[src/rtl/axis_usr_merge_framer_if.sv]
// AXI4-Stream bundle carrying data, valid/ready, frame end and a sideband user word.
interface axis_usr_merge_framer_if #(
   parameter int unsigned DATA_W = 32,
   parameter int unsigned USER_W = 25
);
   logic              tvalid;
   logic              tready;
   logic [DATA_W-1:0] tdata;
   logic              tlast;
   logic [USER_W-1:0] tuser;

   // The upstream side only carries data; framing and tagging are produced by the block.
   modport master (output tvalid, output tdata, output tlast, output tuser, input tready);
   modport slave  (input tvalid, input tdata, output tready);
endinterface

[src/rtl/axis_usr_merge_framer.sv]
// AXI4-Stream pass-through that tags each beat with {latched user word, beat index, tdata slice},
// frames the stream every FRAME_LENGTH beats and decouples ready through a 2-entry skid buffer.
module axis_usr_merge_framer #(
   parameter int unsigned AXIS_TDATA_WIDTH  = 32,
   parameter int unsigned USER_DATA_WIDTH   = 1,
   parameter int unsigned TDATA_SLICE_WIDTH = 16,
   parameter int unsigned CNTR_WIDTH        = 8,
   parameter int unsigned FRAME_LENGTH      = 256
) (
   input  logic                       aclk,
   input  logic                       aresetn,
   input  logic [USER_DATA_WIDTH-1:0] user_data,
   axis_usr_merge_framer_if.slave     s_axis,
   axis_usr_merge_framer_if.master    m_axis
);
   localparam int unsigned AXIS_TUSER_WIDTH = USER_DATA_WIDTH + CNTR_WIDTH + TDATA_SLICE_WIDTH;
   localparam logic [CNTR_WIDTH-1:0] LAST_IDX = CNTR_WIDTH'(FRAME_LENGTH - 1);

   logic                        ready_q, ready_d;
   logic [CNTR_WIDTH-1:0]       beat_idx_q, beat_idx_d;
   logic [USER_DATA_WIDTH-1:0]  usr_q, usr_d;
   logic                        out_valid_q, out_valid_d;
   logic [AXIS_TDATA_WIDTH-1:0] out_data_q, out_data_d;
   logic [AXIS_TUSER_WIDTH-1:0] out_user_q, out_user_d;
   logic                        out_last_q, out_last_d;
   logic                        skid_valid_q, skid_valid_d;
   logic [AXIS_TDATA_WIDTH-1:0] skid_data_q, skid_data_d;
   logic [AXIS_TUSER_WIDTH-1:0] skid_user_q, skid_user_d;
   logic                        skid_last_q, skid_last_d;

   logic                        accept;
   logic                        out_load;
   logic                        first_beat;
   logic [USER_DATA_WIDTH-1:0]  beat_usr;
   logic                        in_last;
   logic [AXIS_TUSER_WIDTH-1:0] in_user;

   // Tagging of the incoming beat from the current frame position.
   assign accept     = s_axis.tvalid & ready_q;
   assign out_load   = ~out_valid_q | m_axis.tready;
   assign first_beat = (beat_idx_q == '0);
   assign beat_usr   = first_beat ? user_data : usr_q;
   assign in_last    = (beat_idx_q == LAST_IDX);
   assign in_user    = {beat_usr, beat_idx_q, s_axis.tdata[TDATA_SLICE_WIDTH-1:0]};

   always_comb begin
      beat_idx_d   = beat_idx_q;
      usr_d        = usr_q;
      out_valid_d  = out_valid_q;
      out_data_d   = out_data_q;
      out_user_d   = out_user_q;
      out_last_d   = out_last_q;
      skid_valid_d = skid_valid_q;
      skid_data_d  = skid_data_q;
      skid_user_d  = skid_user_q;
      skid_last_d  = skid_last_q;

      if (accept) begin
         beat_idx_d = in_last ? '0 : beat_idx_q + 1'b1;
         if (first_beat) usr_d = user_data;
      end

      // ready_q is low whenever skid is full, so accept and skid drain never coincide.
      if (out_load) begin
         if (skid_valid_q) begin
            out_valid_d  = 1'b1;
            out_data_d   = skid_data_q;
            out_user_d   = skid_user_q;
            out_last_d   = skid_last_q;
            skid_valid_d = 1'b0;
         end else if (accept) begin
            out_valid_d = 1'b1;
            out_data_d  = s_axis.tdata;
            out_user_d  = in_user;
            out_last_d  = in_last;
         end else begin
            out_valid_d = 1'b0;
         end
      end else if (accept) begin
         skid_valid_d = 1'b1;
         skid_data_d  = s_axis.tdata;
         skid_user_d  = in_user;
         skid_last_d  = in_last;
      end

      ready_d = ~skid_valid_d;
   end

   always_ff @(posedge aclk or negedge aresetn) begin
      if (!aresetn) begin
         ready_q      <= 1'b0;
         beat_idx_q   <= '0;
         usr_q        <= '0;
         out_valid_q  <= 1'b0;
         out_data_q   <= '0;
         out_user_q   <= '0;
         out_last_q   <= 1'b0;
         skid_valid_q <= 1'b0;
         skid_data_q  <= '0;
         skid_user_q  <= '0;
         skid_last_q  <= 1'b0;
      end else begin
         ready_q      <= ready_d;
         beat_idx_q   <= beat_idx_d;
         usr_q        <= usr_d;
         out_valid_q  <= out_valid_d;
         out_data_q   <= out_data_d;
         out_user_q   <= out_user_d;
         out_last_q   <= out_last_d;
         skid_valid_q <= skid_valid_d;
         skid_data_q  <= skid_data_d;
         skid_user_q  <= skid_user_d;
         skid_last_q  <= skid_last_d;
      end
   end

   assign s_axis.tready = ready_q;
   assign m_axis.tvalid = out_valid_q;
   assign m_axis.tdata  = out_data_q;
   assign m_axis.tuser  = out_user_q;
   assign m_axis.tlast  = out_last_q;
endmodule

[src/flat_wrapper.sv]
// flat-port wrapper written by rule: the top's interface ports become plain ports
module axis_usr_merge_framer_flat 
#(
   parameter int unsigned AXIS_TDATA_WIDTH  = 32,
   parameter int unsigned USER_DATA_WIDTH   = 1,
   parameter int unsigned TDATA_SLICE_WIDTH = 16,
   parameter int unsigned CNTR_WIDTH        = 8,
   parameter int unsigned FRAME_LENGTH      = 256
)
  (aclk, aresetn, user_data, s_axis_tvalid, s_axis_tdata, s_axis_tready, m_axis_tvalid, m_axis_tdata, m_axis_tlast, m_axis_tuser, m_axis_tready);
  axis_usr_merge_framer_if #(.DATA_W(32), .USER_W(25)) s_axis_i ();
  axis_usr_merge_framer_if #(.DATA_W(32), .USER_W(25)) m_axis_i ();
  input  logic aclk;
  input  logic aresetn;
  input  logic [USER_DATA_WIDTH-1:0] user_data;
  input wire logic [$bits(s_axis_i.tvalid)-1:0] s_axis_tvalid;
  input wire logic [$bits(s_axis_i.tdata)-1:0] s_axis_tdata;
  output wire logic [$bits(s_axis_i.tready)-1:0] s_axis_tready;
  output wire logic [$bits(m_axis_i.tvalid)-1:0] m_axis_tvalid;
  output wire logic [$bits(m_axis_i.tdata)-1:0] m_axis_tdata;
  output wire logic [$bits(m_axis_i.tlast)-1:0] m_axis_tlast;
  output wire logic [$bits(m_axis_i.tuser)-1:0] m_axis_tuser;
  input wire logic [$bits(m_axis_i.tready)-1:0] m_axis_tready;
  assign s_axis_i.tvalid = s_axis_tvalid;
  assign s_axis_i.tdata = s_axis_tdata;
  assign s_axis_tready = s_axis_i.tready;
  assign m_axis_tvalid = m_axis_i.tvalid;
  assign m_axis_tdata = m_axis_i.tdata;
  assign m_axis_tlast = m_axis_i.tlast;
  assign m_axis_tuser = m_axis_i.tuser;
  assign m_axis_i.tready = m_axis_tready;
  axis_usr_merge_framer #(.AXIS_TDATA_WIDTH(AXIS_TDATA_WIDTH), .USER_DATA_WIDTH(USER_DATA_WIDTH), .TDATA_SLICE_WIDTH(TDATA_SLICE_WIDTH), .CNTR_WIDTH(CNTR_WIDTH), .FRAME_LENGTH(FRAME_LENGTH)) u_core (.aclk(aclk), .aresetn(aresetn), .user_data(user_data), .s_axis(s_axis_i), .m_axis(m_axis_i));
endmodule
[config.mk]
export PLATFORM = sky130hd
export DESIGN_NAME = axis_usr_merge_framer_flat
export DESIGN_NICKNAME = d
export VERILOG_FILES = /design/src/rtl/axis_usr_merge_framer_if.sv /design/src/rtl/axis_usr_merge_framer.sv /design/src/flat_wrapper.sv
export SDC_FILE = /design/constraint.sdc
export NUM_CORES = 1
export LEC_CHECK = 0
export CAP_MARGIN = 20
export CELL_PAD_IN_SITES_DETAIL_PLACEMENT = 2
export CELL_PAD_IN_SITES_GLOBAL_PLACEMENT = 2
export CORE_UTILIZATION = 33
export CTS_BUF_LIST = sky130_fd_sc_hd__clkbuf_8
export DETAILED_ROUTE_END_ITERATION = 6
export PLACE_DENSITY_LB_ADDON = 0.1
export REMOVE_ABC_BUFFERS = 1
export SYNTH_ARGS = -nofsm -noshare
export SYNTH_HDL_FRONTEND = slang
export SYNTH_SLANG_ARGS = --single-unit
[constraint.sdc]
create_clock -name aclk -period 2.4 [get_ports aclk]
set_clock_uncertainty 0.05 [all_clocks]
set_input_delay 0.36 -clock aclk [delete_from_list [all_inputs] [get_ports aclk]]
set_output_delay 0.36 -clock aclk [all_outputs]
set_load 0.01 [all_outputs]
==> results.md, run 1 <==
* Hold-fix buffers at CTS at 1
* TritonCTS clock tree: yes
* Worst hold-check path type: in2async
* Design Area, Final at 0.00548 mm^2
* Period minus WS final at 2.00 ns
* F_max at approximately 500 MHz
* Avg Inst Size Synth at about 12 um^2
* Post-CTS setup buffers at 0
* Pin count of the biggest net entering global routing at 45
* First-pass GRT wire length at 16300 um
* Clock slew at reported path FFs at ~0.090 ns
* Total grt overflow at 0
* RR Startpoint: u_core.beat_idx_q[0]
* Setup tns final at 0 ns
* Least-Margin Pin Slew at roughly 0.54 ns
* RSZ-0062 raised after global routing: no
* Core Region at between 0.01 and 0.015 mm^2
* Leakage power at 0.00224 uW
* Sequential share of power at a little under half
* R2R Path End: u_core.skid_user_q[24]
* DR vias/cell at 4.82
* FF-to-FF setup slack at ~0.4 ns
* Final antenna-violating net count at 0
* P_sw at around 1600 uW
* Placed Area at between 0.005 and 0.006 mm^2
* Yosys warnings at 0
* Remaining DRCs at 0
* Fin crit share at about 83%
* Status: complete, no violations
* IO Pins at 97
* First DRT Iteration DRCs at approximately 120
* Post_cts resized at 0
* Switching share of power at between 30% and 40%
* Die height at approximately 110 um
* Area grow syn2layout at 31.7%
* Final hold vios at 0
* Worst path required time at 2.61 ns
* Finished Layout Cells at ~610
* CTS Buf Count at 9
* Global Route met3 Usage at 5.03%
* Die width at 114 um
* Max-slew violation count at 0
* Rel. slew slack at 64.2%
* Final Net Count at ~470
* Num rows at 40
* Combinational power share at a little over 30%
* Netlist Area Pre-Place at 0.00416 mm^2
* Initial antenna violation count at 0
* Clock Path Buffers at 2
* Peak VDD IR at between 400 and 500 uV
* Max-cap violations at 0
* Crit Path Class: reg2reg
* Pwr Total at around 5300 uW
* Internal Power at 3690 uW
* R2R depth at 6
* Utilization after layout at about 45%
* Max FO, Critical Path at 4
* RePlAce Congestion at just over 0.7
* N_diodes at 0
* Final WL at ~10000 um
* Register bit total from synthesis at 96
* DR pass1 iterations at 4
* Worst Path Arrival at approximately 2.2 ns
* Power per cell area at 968 mW/mm^2
* Met1 Use GR at about a fifth
* H-tree depth at 3
* Endpoint type of the worst setup path: flop
* Synth unique cells at 32
* Ys flop type: dfrtp_1
* Final setup viols at 0
* Total GRT Usage at between 15 and 20%
* Starting Density at between 30 and 40%
* Fraction of final layout cells sized beyond drive strength 1 at about 16%
* Number of synthesized flops with an enable pin at 0
* Met2 usage at between 20% and 30%
* PortBufs at 96
* Synth async-reset ratio at 100%
* Critical Path Source Type: flop
* Clock Sinks at 96
* Post-DP HPWL at slightly below 7000 um
* Sequential-to-total area share from yosys stat at between 50 and 60%
* # placed instances at 590
* Wire per inst at 16.5 um
* Vias at 2923
* Clock Tree Root: clkbuf_8
* Worst skew pair latency at ~0.38 ns
* Most Crowded Layer GR: met2
* Mapped Cells at roughly 350
* Clock power frac at approximately 23%
* Die area at 0.0131 mm^2
* Vias in the first global route at around 3.2k
[metrics by stage]
stage	hold WS, ns	setup slack, ns
after global routing	0.468	0.183
after CTS	0.441	0.362
after global placement	0.330	0.413
after detailed placement	0.333	0.356
final	0.448	0.401
after floorplan	0.0144	-2.47
[per-layer routing]
| layer | up-vias | part of all wire [%] | routed length [um] |
|---|---|---|---|
| met5 | - | 0 | 0 |
| met4 | 0 | 1.7 | 174 |
| met3 | 9 | 4.4 | 443 |
| met2 | 57 | 50 | 4960 |
| met1 | 1506 | 44 | 4430 |
| li1 | 1351 | - | - |
[state kept, by name, summed over array words and instances, names as in the netlist]
| name | count |
|---|---|
| u_core.skid_data_q | 32 |
| u_core.m_axis.tuser | 25 |
| u_core.m_axis.tdata | 16 |
| u_core.skid_user_q | 9 |
| u_core.beat_idx_q | 8 |
| u_core.m_axis.tlast | 1 |
| u_core.m_axis.tvalid | 1 |
| u_core.s_axis.tready | 1 |
| u_core.skid_last_q | 1 |
| u_core.skid_valid_q | 1 |
| u_core.usr_q | 1 |
[power groups by stage]
stage / sequential (uW) / clock [uW] / combinational (uW)
floorplan: 2560 / 0 / 625
global placement: 2450 / 0 / 1620
detailed placement: 2490 / 0 / 1670
CTS: 2460 / 1270 / 1680
global route: 2520 / 1330 / 1790
finish: 2450 / 1210 / 1640
[layout make-up]
cell class                 count  area, um^2
fill                        1255        6680
sequential                    96        2400
multi-input combinational    215        1530
timing repair buffer         108        1090
tap                          168         210
clock buffer                  11         151
clock inverter                 5        80.1
inverter                       4        15.0
[worst max-delay path by stage]
stage / start / endpoint / cells after the start
after floorplan: u_core.skid_valid_q / u_core.m_axis.tlast / 4
after global placement: s_axis_tvalid / u_core.skid_data_q[2] / 5
after detailed placement: u_core.beat_idx_q[0] / u_core.skid_user_q[24] / 6
after CTS: u_core.beat_idx_q[0] / u_core.skid_user_q[24] / 6
after global routing: u_core.beat_idx_q[0] / u_core.skid_user_q[24] / 6
final: u_core.beat_idx_q[0] / u_core.skid_user_q[24] / 6
[cell usage after synthesis (all sizes together), types with 2 or more instances]
| cell | n | area [um^2] |
|---|---|---|
| mux2i | 41 | 410 |
| a21oi | 44 | 220 |
| xor2 | 3 | 26.3 |
| nand3 | 4 | 20.0 |
| xnor2 | 2 | 17.5 |
| mux2 | 37 | 417 |
| ha | 2 | 25.0 |
| clkbuf | 11 | 41.3 |
| dfrtp | 96 | 2400 |
| o21ai | 8 | 40.0 |
| inv | 4 | 15.0 |
| nand2 | 11 | 41.3 |
| nand4 | 3 | 18.8 |
| buf | 27 | 183 |
| nor2 | 46 | 173 |
[cells in the final DEF, fill, tap and decap left out, drive strengths merged, types with 2 or more instances in the layout]
cell           synthesis  layout
dfrtp                 96      96
inv                    4       5
buf                   27      12
nor2                  46      46
xor2                   3       3
bufinv                 0       2
a21oi                 44      44
clkbuf                11      11
ha                     2       2
nand2                 11      11
xnor2                  2       2
mux2                  37      37
nand3                  4       4
o21ai                  8       8
mux2i                 41      41
nand4                  3       3
clkdlybuf4s50          0      95
[kinds of logic (layout without fill, tap and decap cells)]
kind of cell	Yosys count	count (layout)	share of synthesized area, %
fa+ha+maj	2	2	0.601
flops	96	96	57.7
compound gates	57	57	7.31
simple gates	73	73	7.70
mux	78	78	19.9
xor+xnor	5	5	1.05
buf+inv	42	128	5.74
[critical path, cell delays in order (launching register included)]
cell,delay (ns)
dfrtp_1,0.42
inv_1,0.13
ha_1,0.16
or4b_1,0.45
nor4_2,0.19
mux2i_1,0.36
o21ai_0,0.12
Power figures use the tool's default switching activity.
==> run 2, diff against run 1 <==
Settings changed: CORE_UTILIZATION 33 to 30.
Clock period 2.4 ns to 1.8 ns, I/O delays scaled along.
==> results.md, run 2 (synthesis results as in run 1) <==
* Status: finished with violations
* Failing checks: setup timing
* Worst path bufs/invs at 1 (unchanged)
* Final Net Count at 491 (+3.8%)
* Top Family by Delay on Critical Path: simple AND/OR/NAND/NOR gates
* Max-slew violation count at 0 (unchanged)
* Placed Area at 0.00542 mm^2 (+3.5%)
* Switching share of power at 31.4% (+0.89 points)
* Peak VDD IR at 403 uV (-2.7%)
* Total GRT Usage at 15.8% (-0.83 points)
* Clock power frac at 19.3% (-3.6 points)
* DR vias/cell at 4.74 (-1.5%)
* Commonest non-fill, non-tap cells in the layout: 95 x clkdlybuf4s50_1, 95 x dfrtp_1, 45 x nor2_1
* Core Region at 0.0134 mm^2 (+10%)
* Most flops, register: u_core.skid_data_q
* Remaining DRCs at 0 (unchanged)
* Sequential share of power at 46.3% (about the same)
* Rel. slew slack at 75.9% (+12 points)
* PortBufs at 96 (unchanged)
* First DRT Iteration DRCs at 54 (-56%)
* Final hold vios at 0 (unchanged)
* Total grt overflow at 0 (unchanged)
* Critical Path Source Type: flop
* Pin count of the biggest net entering global routing at 34 (-24%)
* Clock slew at reported path FFs at 0.10 ns (about the same)
* Worst Path Arrival at 2.06 ns (-0.15 ns)
* IO Pins at 97 (unchanged)
* Flip-flop count of the largest register after layout at 32 (unchanged)
* CTS Buf Count at 9 (unchanged)
* Slowest cell delay on critical path at 0.46 ns (about the same)
* Wire per inst at 16.3 um (-1.1%)
* Final setup viols at 3 (+3)
* Area of the multi-input gates at 0.00156 mm^2 (+1.9%)
* Worst setup slack after layout at -0.0626 ns (-0.463 ns)
* Fraction of final layout cells sized beyond drive strength 1 at 20.1% (+4.2 points)
* F_max at 537 MHz (+7.3%)
* Initial antenna violation count at 0 (unchanged)
* P_sw at 2190 uW (+36%)
* Reg area at 0.00240 mm^2 (unchanged)
* Fill count at 1400 (+12%)
* Die height at 120 um (+4.8%)
* Num rows at 42 (+5.0%)
* Fin crit share at 103% (+20 points)
* Worst path required time at 2.00 ns (-0.61 ns)
* Die width at 120 um (+4.8%)
* Design Area, Final at 0.00567 mm^2 (+3.5%)
* Utilization after layout at 42.3% (-2.7 points)
* Area grow syn2layout at 36.2%
* Critical path cell sequence: inv_2, ha_4, or4b_4, nor4_4, mux2i_2, a21oi_1
* Period minus WS final at 1.86 ns (-0.137 ns)
* Worst hold-check path type: in2async
* Final antenna-violating net count at 0 (unchanged)
* Starting Density at 31.1% (-3.2 points)
* Max-cap violations at 0 (unchanged)
* Internal Power at 4800 uW (+30%)
* Post-DP HPWL at 7210 um (+4.7%)
* Clock Sinks at 96 (unchanged)
* Vias at 3002 (+2.7%)
* Clock Path Buffers at 2 (unchanged)
* RSZ-0062 raised after global routing: yes
* Endpoint type of the worst setup path: flop
* Least-Margin Pin Slew at 0.362 ns (-0.176 ns)
* Clock Tree Root: clkbuf_8
* RePlAce Congestion at 0.712 (+0.81%)
* Worst skew pair latency at 0.37 ns (about the same)
* TritonCTS clock tree: yes
* Die area at 0.0143 mm^2 (+9.8%)
* First-pass GRT wire length at 17400 um (+6.5%)
* Crit Path Class: reg2reg
* CP max stage cell: or4b_4
* N_diodes at 0 (unchanged)
* Power per cell area at 1230 mW/mm^2 (+28%)
* Leakage power at 0.00234 uW (+4.3%)
* Max FO, Critical Path at 3 (-1)
* Combinational power share at 34.4% (+3.4 points)
* Vias in the first global route at 3327 (+3.0%)
* H-tree depth at 3 (unchanged)
* Final WL at 10300 um (+3.1%)
* DR pass1 iterations at 4 (unchanged)
-- run 2: changes by cell type in the layout (fill, tap and decap cells not counted), sizes merged --
cell	previous run	this run
inv	5	6
bufinv	2	0
buf	12	30
clkbuf	11	12
-- run 2: stage by stage --
stage                     power, uW  hold slack (ns)  instances  setup slack [ns]  TNS [ns]
after floorplan                4250          -0.0756        315             -3.07   -134.45
after global placement         5560            0.156        613           -0.0739    -0.839
after detailed placement       5680            0.158        613            -0.167     -1.61
after CTS                      7150            0.290        633            -0.140    -0.383
after global routing           7490            0.305        633            -0.133    -0.393
final                          7000            0.293        633           -0.0626    -0.146
-- run 2: final cells by class --
| class | instances | share of cell area [%] |
|---|---|---|
| inverter | 4 | 0.265 |
| tap | 176 | 3.88 |
| clock inverter | 4 | 0.353 |
| multi-input combinational | 215 | 27.5 |
| clock buffer | 12 | 2.91 |
| timing repair buffer | 126 | 22.7 |
| sequential | 96 | 42.4 |
-- run 2: power groups by stage --
stage	clock network (uW)	logic, uW	registers, uW
floorplan	0	833	3420
finish	1350	2410	3240
detailed placement	0	2400	3280
global route	1510	2650	3340
global placement	0	2320	3230
CTS	1430	2470	3250
-- run 2: routing by layer --
metal / up-vias / part of all wire, % / global-route usage (%)
met1: 1548 / 44 / 19.5
li1: 1385 / - / -
met3: 11 / 3.2 / 3.04
met5: - / 0 / 0
met2: 58 / 50 / 26.7
met4: 0 / 1.9 / 7.03
-- run 2: worst paths after layout --
path | startpoint | end | slack (ns) | cells past startpoint
min | aresetn | u_core.skid_user_q[24] | 0.29 | 2
max in group asynchronous | aresetn | u_core.m_axis.tuser[14] | 0.88 | 3
min in group aclk | u_core.skid_user_q[24] | u_core.skid_user_q[24] | 0.44 | 2
max reg2reg | u_core.beat_idx_q[1] | u_core.usr_q | -0.06 | 6
min reg2reg | u_core.skid_user_q[24] | u_core.skid_user_q[24] | 0.44 | 2
max | u_core.beat_idx_q[1] | u_core.usr_q | -0.06 | 6
-- run 2: worst reg2reg max path, delay by kind of cell, from the launching register on --
family,cells,cell delay [ns]
adders and majority gates,1,0.12
buffers and inverters,1,0.08
DFF,1,0.40
muxes,1,0.35
AOI/OAI and AO/OA,1,0.11
and+or+nand+nor,2,0.63
-- run 2: timing repair --
action | CTS | global route
hold endpoints to repair | 18 | 0
gates resized for setup | 8 | 0
setup endpoints to repair | 3 | 3
pin swaps | 4 | 1
buffers inserted | 3 | 0
hold buffers | 1 | 0
